<file path="src/rtl/video_overlay_cfg_sched.sv">
// Round-robin config-write arbiter into shadow registers, committed to the active overlay set on Vblank rise.
// Config/pulse outputs are registered (1 clk after the qualified edge); writes stall for the commit cycle only.
module video_overlay_cfg_sched #(
  parameter int NUM_REQ = 2,
  parameter int DW      = 12,
  parameter int RST_CX  = 960,
  parameter int RST_CY  = 540,
  parameter int RST_RO  = 300,
  parameter int RST_RI  = 150
) (
  input  logic                  clk_i,
  input  logic                  rst_i,
  input  logic                  cen_i,
  input  logic [1:0]            vh_blank_i,
  input  logic [NUM_REQ-1:0]    req_valid_i,
  input  logic [2*NUM_REQ-1:0]  req_addr_i,
  input  logic [DW*NUM_REQ-1:0] req_data_i,
  output logic [NUM_REQ-1:0]    req_ready_o,
  output logic [DW-1:0]         center_x_o,
  output logic [DW-1:0]         center_y_o,
  output logic [DW-1:0]         r_outer_o,
  output logic [DW-1:0]         r_inner_o,
  output logic [15:0]           frame_cnt_o,
  output logic                  cfg_update_o,
  output logic                  cfg_err_o
);

  localparam int PW = (NUM_REQ > 1) ? $clog2(NUM_REQ) : 1;

  logic              vb_d;
  logic              v_r;
  logic [PW-1:0]     rr_ptr;
  logic [PW-1:0]     gnt_idx;
  logic [PW-1:0]     rr_next;
  logic              gnt_found;
  logic [NUM_REQ-1:0] gnt_oh;
  logic [1:0]        sel_addr;
  logic [DW-1:0]     sel_data;
  logic              xfer;
  logic              commit_ok;
  logic [DW-1:0]     shadow [4];
  logic [DW-1:0]     active [4];
  logic              dirty;

  assign v_r = cen_i & vh_blank_i[1] & ~vb_d;

  // Rotating priority: offset k from rr_ptr is checked before offset k+1.
  always_comb begin
    gnt_found = 1'b0;
    gnt_idx   = '0;
    gnt_oh    = '0;
    sel_addr  = '0;
    sel_data  = '0;
    for (int k = 0; k < NUM_REQ; k++) begin
      for (int g = 0; g < NUM_REQ; g++) begin
        if (!gnt_found && req_valid_i[g] && (((int'(rr_ptr) + k) % NUM_REQ) == g)) begin
          gnt_found = 1'b1;
          gnt_idx   = PW'(g);
          gnt_oh[g] = 1'b1;
          sel_addr  = req_addr_i[2*g +: 2];
          sel_data  = req_data_i[DW*g +: DW];
        end
      end
    end
  end

  // Reset also drops ready so a requester never sees an accept that reset discards.
  assign xfer        = gnt_found & cen_i & ~v_r & ~rst_i;
  assign req_ready_o = xfer ? gnt_oh : '0;
  assign rr_next     = (gnt_idx == PW'(NUM_REQ - 1)) ? '0 : gnt_idx + PW'(1);
  assign commit_ok   = shadow[3] < shadow[2];

  always_ff @(posedge clk_i) begin
    if (rst_i) begin
      shadow[0]    <= DW'(RST_CX);
      shadow[1]    <= DW'(RST_CY);
      shadow[2]    <= DW'(RST_RO);
      shadow[3]    <= DW'(RST_RI);
      active[0]    <= DW'(RST_CX);
      active[1]    <= DW'(RST_CY);
      active[2]    <= DW'(RST_RO);
      active[3]    <= DW'(RST_RI);
      dirty        <= 1'b0;
      rr_ptr       <= '0;
      vb_d         <= 1'b0;
      frame_cnt_o  <= '0;
      cfg_update_o <= 1'b0;
      cfg_err_o    <= 1'b0;
    end else begin
      // Pulses are refreshed every clk so they stay exactly one clk wide.
      cfg_update_o <= v_r & dirty & commit_ok;
      cfg_err_o    <= v_r & dirty & ~commit_ok;
      if (cen_i) vb_d <= vh_blank_i[1];
      if (xfer) begin
        shadow[sel_addr] <= sel_data;
        dirty            <= 1'b1;
        rr_ptr           <= rr_next;
      end
      if (v_r) begin
        frame_cnt_o <= frame_cnt_o + 16'd1;
        dirty       <= 1'b0;
        if (dirty) begin
          for (int i = 0; i < 4; i++) begin
            if (commit_ok) active[i] <= shadow[i];
            else           shadow[i] <= active[i];
          end
        end
      end
    end
  end

  assign center_x_o = active[0];
  assign center_y_o = active[1];
  assign r_outer_o  = active[2];
  assign r_inner_o  = active[3];

endmodule

</file>
<file path="config.mk">
export PLATFORM = sky130hd
export DESIGN_NAME = video_overlay_cfg_sched
export DESIGN_NICKNAME = d
export VERILOG_FILES = /design/src/rtl/video_overlay_cfg_sched.sv
export SDC_FILE = /design/constraint.sdc
export NUM_CORES = 1
export LEC_CHECK = 0
export ABC_AREA = 1
export CAP_MARGIN = 0
export CORE_ASPECT_RATIO = 1.2
export CORE_MARGIN = 3
export CORE_UTILIZATION = 36
export CTS_CLUSTER_SIZE = 20
export DETAILED_ROUTE_END_ITERATION = 16
export PLACE_DENSITY = 0.58
export SYNTH_ARGS = -nofsm -noshare
export SYNTH_HDL_FRONTEND = slang
export SYNTH_SLANG_ARGS = --single-unit
</file>
<file path="constraint.sdc">
create_clock -name clk_i -period 8.1 [get_ports clk_i]
set_input_delay 2.025 -clock clk_i [delete_from_list [all_inputs] [get_ports clk_i]]
set_output_delay 2.025 -clock clk_i [all_outputs]
set_load 0.05 [all_outputs]
</file>
* After elaboration in Yosys (flattened, before gate mapping)
Memory sizes are Yosys's and may differ from the RTL's. Index checks and enable logic that the tools add are counted.
Storage, ports and cells: output and inout bits 68, word-level logic and storage cells 93, flip-flop bits (word level) 21, RAM bits 96, input port bits 35, memories 2
Operators by class: order comparisons 1, reduce and logical (&&, ||, !) cells 14, equality and inequality tests 1, bitwise gates (word level) 21, muxes and demuxes 45, add/sub/neg operators 3
Memories:
- active | depth 4, width 12, read ports 4, clocked after Yosys merged registers in 0, write ports 4, line 42 | logic [DW-1:0] active [4];
- shadow | depth 4, width 12, read ports 4, clocked after Yosys merged registers in 0, write ports 4, line 41 | logic [DW-1:0] shadow [4];
Operator list (number):
- $mux W12 | 13
- $logic_not A32 Y1 | 2
- $mux W1 | 26
- $add A16 B1 Y16 const B | 1
- $lt A12 B12 Y1 | 1
- $mux W2 | 6
- $reduce_or A12 Y1 | 1
- $and A1 B1 Y1 | 8
- $or A1 B1 Y1 | 8
- $logic_and A1 B1 Y1 | 7
- $not A1 Y1 | 4
- $logic_not A1 Y1 | 3
- $add A1 B1 Y1 const B | 2
- $eq A2 B2 Y1 const B | 1
- $reduce_or A2 Y1 | 1
- $and A1 B1 Y1 const A | 1

* Depth between registers and ports, before layout
depth in word-level cells 23, depth in mapped cells 12, gate-level depth less buffers 11

* Worst setup path after synthesis
Ideal clock, no wire load.
path type input port to flip-flop, from input cen_i, to memory active[0][0] (enable), stages on the path 6, data arrival time 5.848 ns, data required time 7.580 ns, setup slack 1.732 ns, setup time 0.520 ns, path buffers 0, cells stage by stage nand2_1 nor2_2 inv_2 nor2_4 inv_1 o21ai_0
RTL lines:
- start: declaration | line 13 | input logic cen_i,
- end: declaration | line 42

* Final worst setup path
from input req_valid_i[0], to output req_ready_o[1]
On the way: longest elaborated chain between the ends 18, elaborated cells on any way between the ends 20, those cells by class 7 x mux; 3 x bitwise; 10 x reduce/logical
RTL lines:
- start: declaration | line 15 | input logic [NUM_REQ-1:0] req_valid_i,
- $logic_and A1 B1 Y1 | line 56 | if (!gnt_found && req_valid_i[g] && (((int'(rr_ptr) + k) % NUM_REQ) == g)) begin
- $mux W1 | line 56
- $logic_not A1 Y1 | line 56
- $logic_and A1 B1 Y1 (2 in a row) | line 56
- $mux W1 | line 56
- $logic_not A1 Y1 | line 56
- $logic_and A1 B1 Y1 (2 in a row) | line 56
- $mux W1 | line 56
- $logic_not A1 Y1 | line 56
- $logic_and A1 B1 Y1 (2 in a row) | line 56
- $mux W1 | line 56
- $and A1 B1 Y1 (3 in a row) | line 68 | assign xfer = gnt_found & cen_i & ~v_r & ~rst_i;
- $mux W2 (*) | line 69 | assign req_ready_o = xfer ? gnt_oh : '0;
- end: declaration | line 18 | output logic [NUM_REQ-1:0] req_ready_o,
Mark *: on every way between the ends. The rest lies on a longest branch, timed or not.

==> key figures <==
Clock tree
  – CTS Buffer Depth: 2
  – # hold bufs at CTS: 0
  – H-Tree Depth: 4
  – Post-CTS Repair Setup Buffers: 0
  – TritonCTS clock tree: built
  – Worst-path clk slew: 0.05 ns
  – Root Buffer: clkbuf_16
  – Cts repair resizes: 0
  – Cts bufs inserted: 17
  – Skew-Pair Late Insertion Delay: 0.41 ns
  – Clk sinks: 117

Synthesis
  – Dominant cell type by area after synthesis: edfxtp_1
  – Mapped Nets: 651
  – Post-synthesis register bit count: 117
  – Async S/R FF share, synth: 0%
  – Netlist Area Pre-Place: 5630 sq um
  – Syn Inst Count: 604
  – Mean post-synth cell area: 9.33 sq um
  – Post-synth EDFFs: 96
  – Sequential share of the synthesized area: 58.6%
  – Yosys top cell area share: 51.2%
  – Ys flop type: edfxtp_1
  – Ys Warns: 0
  – Synth top area cells: edfxtp_1, dfxtp_1, inv_1
  – Synth unique cells: 30

Worst setup path
  – Peak per-stage delay on the critical path: 0.85 ns
  – FF-to-FF Start: vb_d
  – Slowest-stage cell, CP: clkdlybuf4s50_1
  – Crit path required time: 6.08 ns
  – Crit path to: req_ready_o[1]
  – Reg2reg setup slack: 5.02 ns
  – CP startpoint kind: input pin
  – CP cell instances: clkdlybuf4s50_1 -> nand2_1 -> nand2_1 -> nor2_1 -> clkdlybuf4s50_1
  – Critical Path Source: req_valid_i[0]
  – Crit-path max FO: 16
  – Crit-path leading delay family: buffers and inverters
  – Crit. path cell count: 5
  – R2R cell count: 7
  – Crit Path Class: in -> out
  – R2R Path End: active[1][11]
  – Worst Setup End Kind: output port
  – CP arrival: 4.57 ns
  – Buffers & Inverters on Critical Path: 2

Global route
  – Largest net degree at the start of global routing: 53
  – Initial antenna violation count: 0
  – Gr ovfl total: 0
  – First-pass GRT wire length: 24300 microns
  – Gr usage total: 18.4%
  – Vias in the first global route: 4455

Hold path
  – Hold Path Class: reg -> reg

Power
  – Combinational Power Share: 9.5%
  – Pleak: 3.00 nW
  – Sw frac: 23.5%
  – P_sw: 0.000382 W
  – Seq pwr share: 41.9%
  – Clk pwr share: 48.6%
  – Worst IR drop on VDD: 0.0900 mV
  – Internal power: 0.00125 W
  – Cell Pwr Density: 218 nW/um^2

Layout
  – Area Growth Syn to Fin: 32.5%
  – Commonest non-fill, non-tap cell in the layout: inv_1
  – Fill cells: 1436
  – Non-filler cells, final: 922
  – ANT cells: 0
  – Commonest cells after routing, fill and taps aside: inv_1, clkdlybuf4s50_1, nand2_1, edfxtp_1, nor2_1
  – Layout cells sized above 1: 8.08%
  – Nets@finish: 752

Outcome
  – Status: complete, no violations

Floorplan
  – Die width: 120 microns
  – Starting Density: 37.2%
  – Io pins: 103
  – Core area: 15100 sq um
  – Die extent in y: 143 microns
  – Die Footprint: 17200 sq um
  – Row count: 49

STA
  – Unrepaired setup endpoints after global routing: false
  – Relative slew slack: 52.1%
  – Period Utilization, post-route: 81.4%
  – Max Fclk: 152 MHz
  – Final Max Slew Viols: 0
  – # setup viols final: 0
  – Final min period: 6.59 ns
  – PnR worst setup slack: 1.51 ns
  – Setup TNS: 0 ns
  – Setup Skew: 0.0100 ns
  – Slew @ Worst Pin: 0.715 ns
  – Final Hold Fails: 0

Place
  – Hpwl dp: 10500 microns
  – DP Worst Slack: 1.58 ns
  – Buffers on Ports: 101
  – Placer congestion estimate: 0.829
  – Inst Count DP: 890

Drt
  – DRT Wirelength: 15200 microns
  – DRC: 0
  – Wire per inst: 16.5 microns
  – DR pass1 iterations: 5
  – Vias: 4532
  – Routed Antenna Nets: 0
  – Vias per Instance: 4.92
  – Initial DRC Count: 450

Flow run
  – Max-Cap Viols: 0
==> synth_stat cells, drive strengths merged, types with 2 or more instances <==
cell type / n
inv: 119
nand2: 100
edfxtp: 96
nor2: 65
nand4: 48
nand3: 35
o21ai: 32
dfxtp: 21
a21oi: 16
clkbuf: 14
or2: 13
ha: 12
buf: 10
o21bai: 9
nor3: 4
xor2: 3
a211oi: 2
nor3b: 2
==> registers in the layout, summed over array words and instances, names as in the netlist <==
register      cells
dirty             1
vb_d              1
frame_cnt_o      16
shadow           48
rr_ptr            1
cfg_update_o      1
active           48
cfg_err_o         1
==> area by class of cell <==
cell class                 count  area [sq um]  share of cell area, %
multi-input combinational    344          1800                   24.0
sequential                   117          3300                   44.2
clock buffer                  23           468                   6.27
clock inverter                 9           150                   2.01
tap                          204           255                   3.42
timing repair buffer         106          1050                   14.0
inverter                     119           447                   5.98
==> metrics by stage <==
| step | hold slack (ns) | util (%) | total power, W | instance area (sq um) |
|---|---|---|---|---|
| after global placement | 0.463 | 45.2 | 0.000847 | 6850 |
| after global routing | 0.502 | 49.3 | 0.00168 | 7470 |
| after floorplan | 0.450 | - | 0.000786 | 5630 |
| after CTS | 0.477 | 49.3 | 0.00164 | 7470 |
| after detailed placement | 0.469 | 45.2 | 0.000849 | 6850 |
| final | 0.478 | 49.3 | 0.00163 | 7470 |
==> kinds of logic (layout without fill, tap and decap cells) <==
| logic type | count (synthesis) | count (layout) | share of synthesized area [%] |
|---|---|---|---|
| simple gates | 268 | 268 | 22.3 |
| buf+inv | 143 | 257 | 9.70 |
| compound gates | 61 | 61 | 6.20 |
| flops | 117 | 117 | 58.6 |
| fa+ha+maj | 12 | 12 | 2.66 |
| xor+xnor | 3 | 3 | 0.466 |
==> worst min-delay path, cell delays in order (launching register included) <==
cell and delay (ns):
dfxtp_1 0.31, nand2_1 0.07, a21oi_1 0.05
==> power by group through the flow <==
| stage | clock, W | sequential [W] | combinational (W) |
|---|---|---|---|
| floorplan | 0 | 0.000721 | 0.0000643 |
| global placement | 0 | 0.000693 | 0.000154 |
| detailed placement | 0 | 0.000694 | 0.000155 |
| CTS | 0.000800 | 0.000682 | 0.000156 |
| global route | 0.000827 | 0.000684 | 0.000168 |
| finish | 0.000792 | 0.000682 | 0.000155 |
==> worst min-delay path by stage <==
stage | startpoint | to | slack [ns] | cells after the start
5_1_grt | vb_d | vb_d | 0.50 | 2
3_3_place_gp | vb_d | vb_d | 0.46 | 2
6_report | vb_d | vb_d | 0.48 | 2
4_1_cts | vb_d | vb_d | 0.48 | 2
3_5_place_dp | vb_d | vb_d | 0.47 | 2
2_1_floorplan | vb_d | vb_d | 0.45 | 2
==> layer usage <==
metal / part of all wire (%) / global-route usage (%) / vias up
li1: - / - / 2208
met1: 43 / 24.0 / 2121
met2: 47 / 29.2 / 171
met3: 6.8 / 5.19 / 32
met4: 2.5 / 7.06 / 0
met5: 0 / 0 / -
No activity file was read; power rests on OpenSTA's default activity.
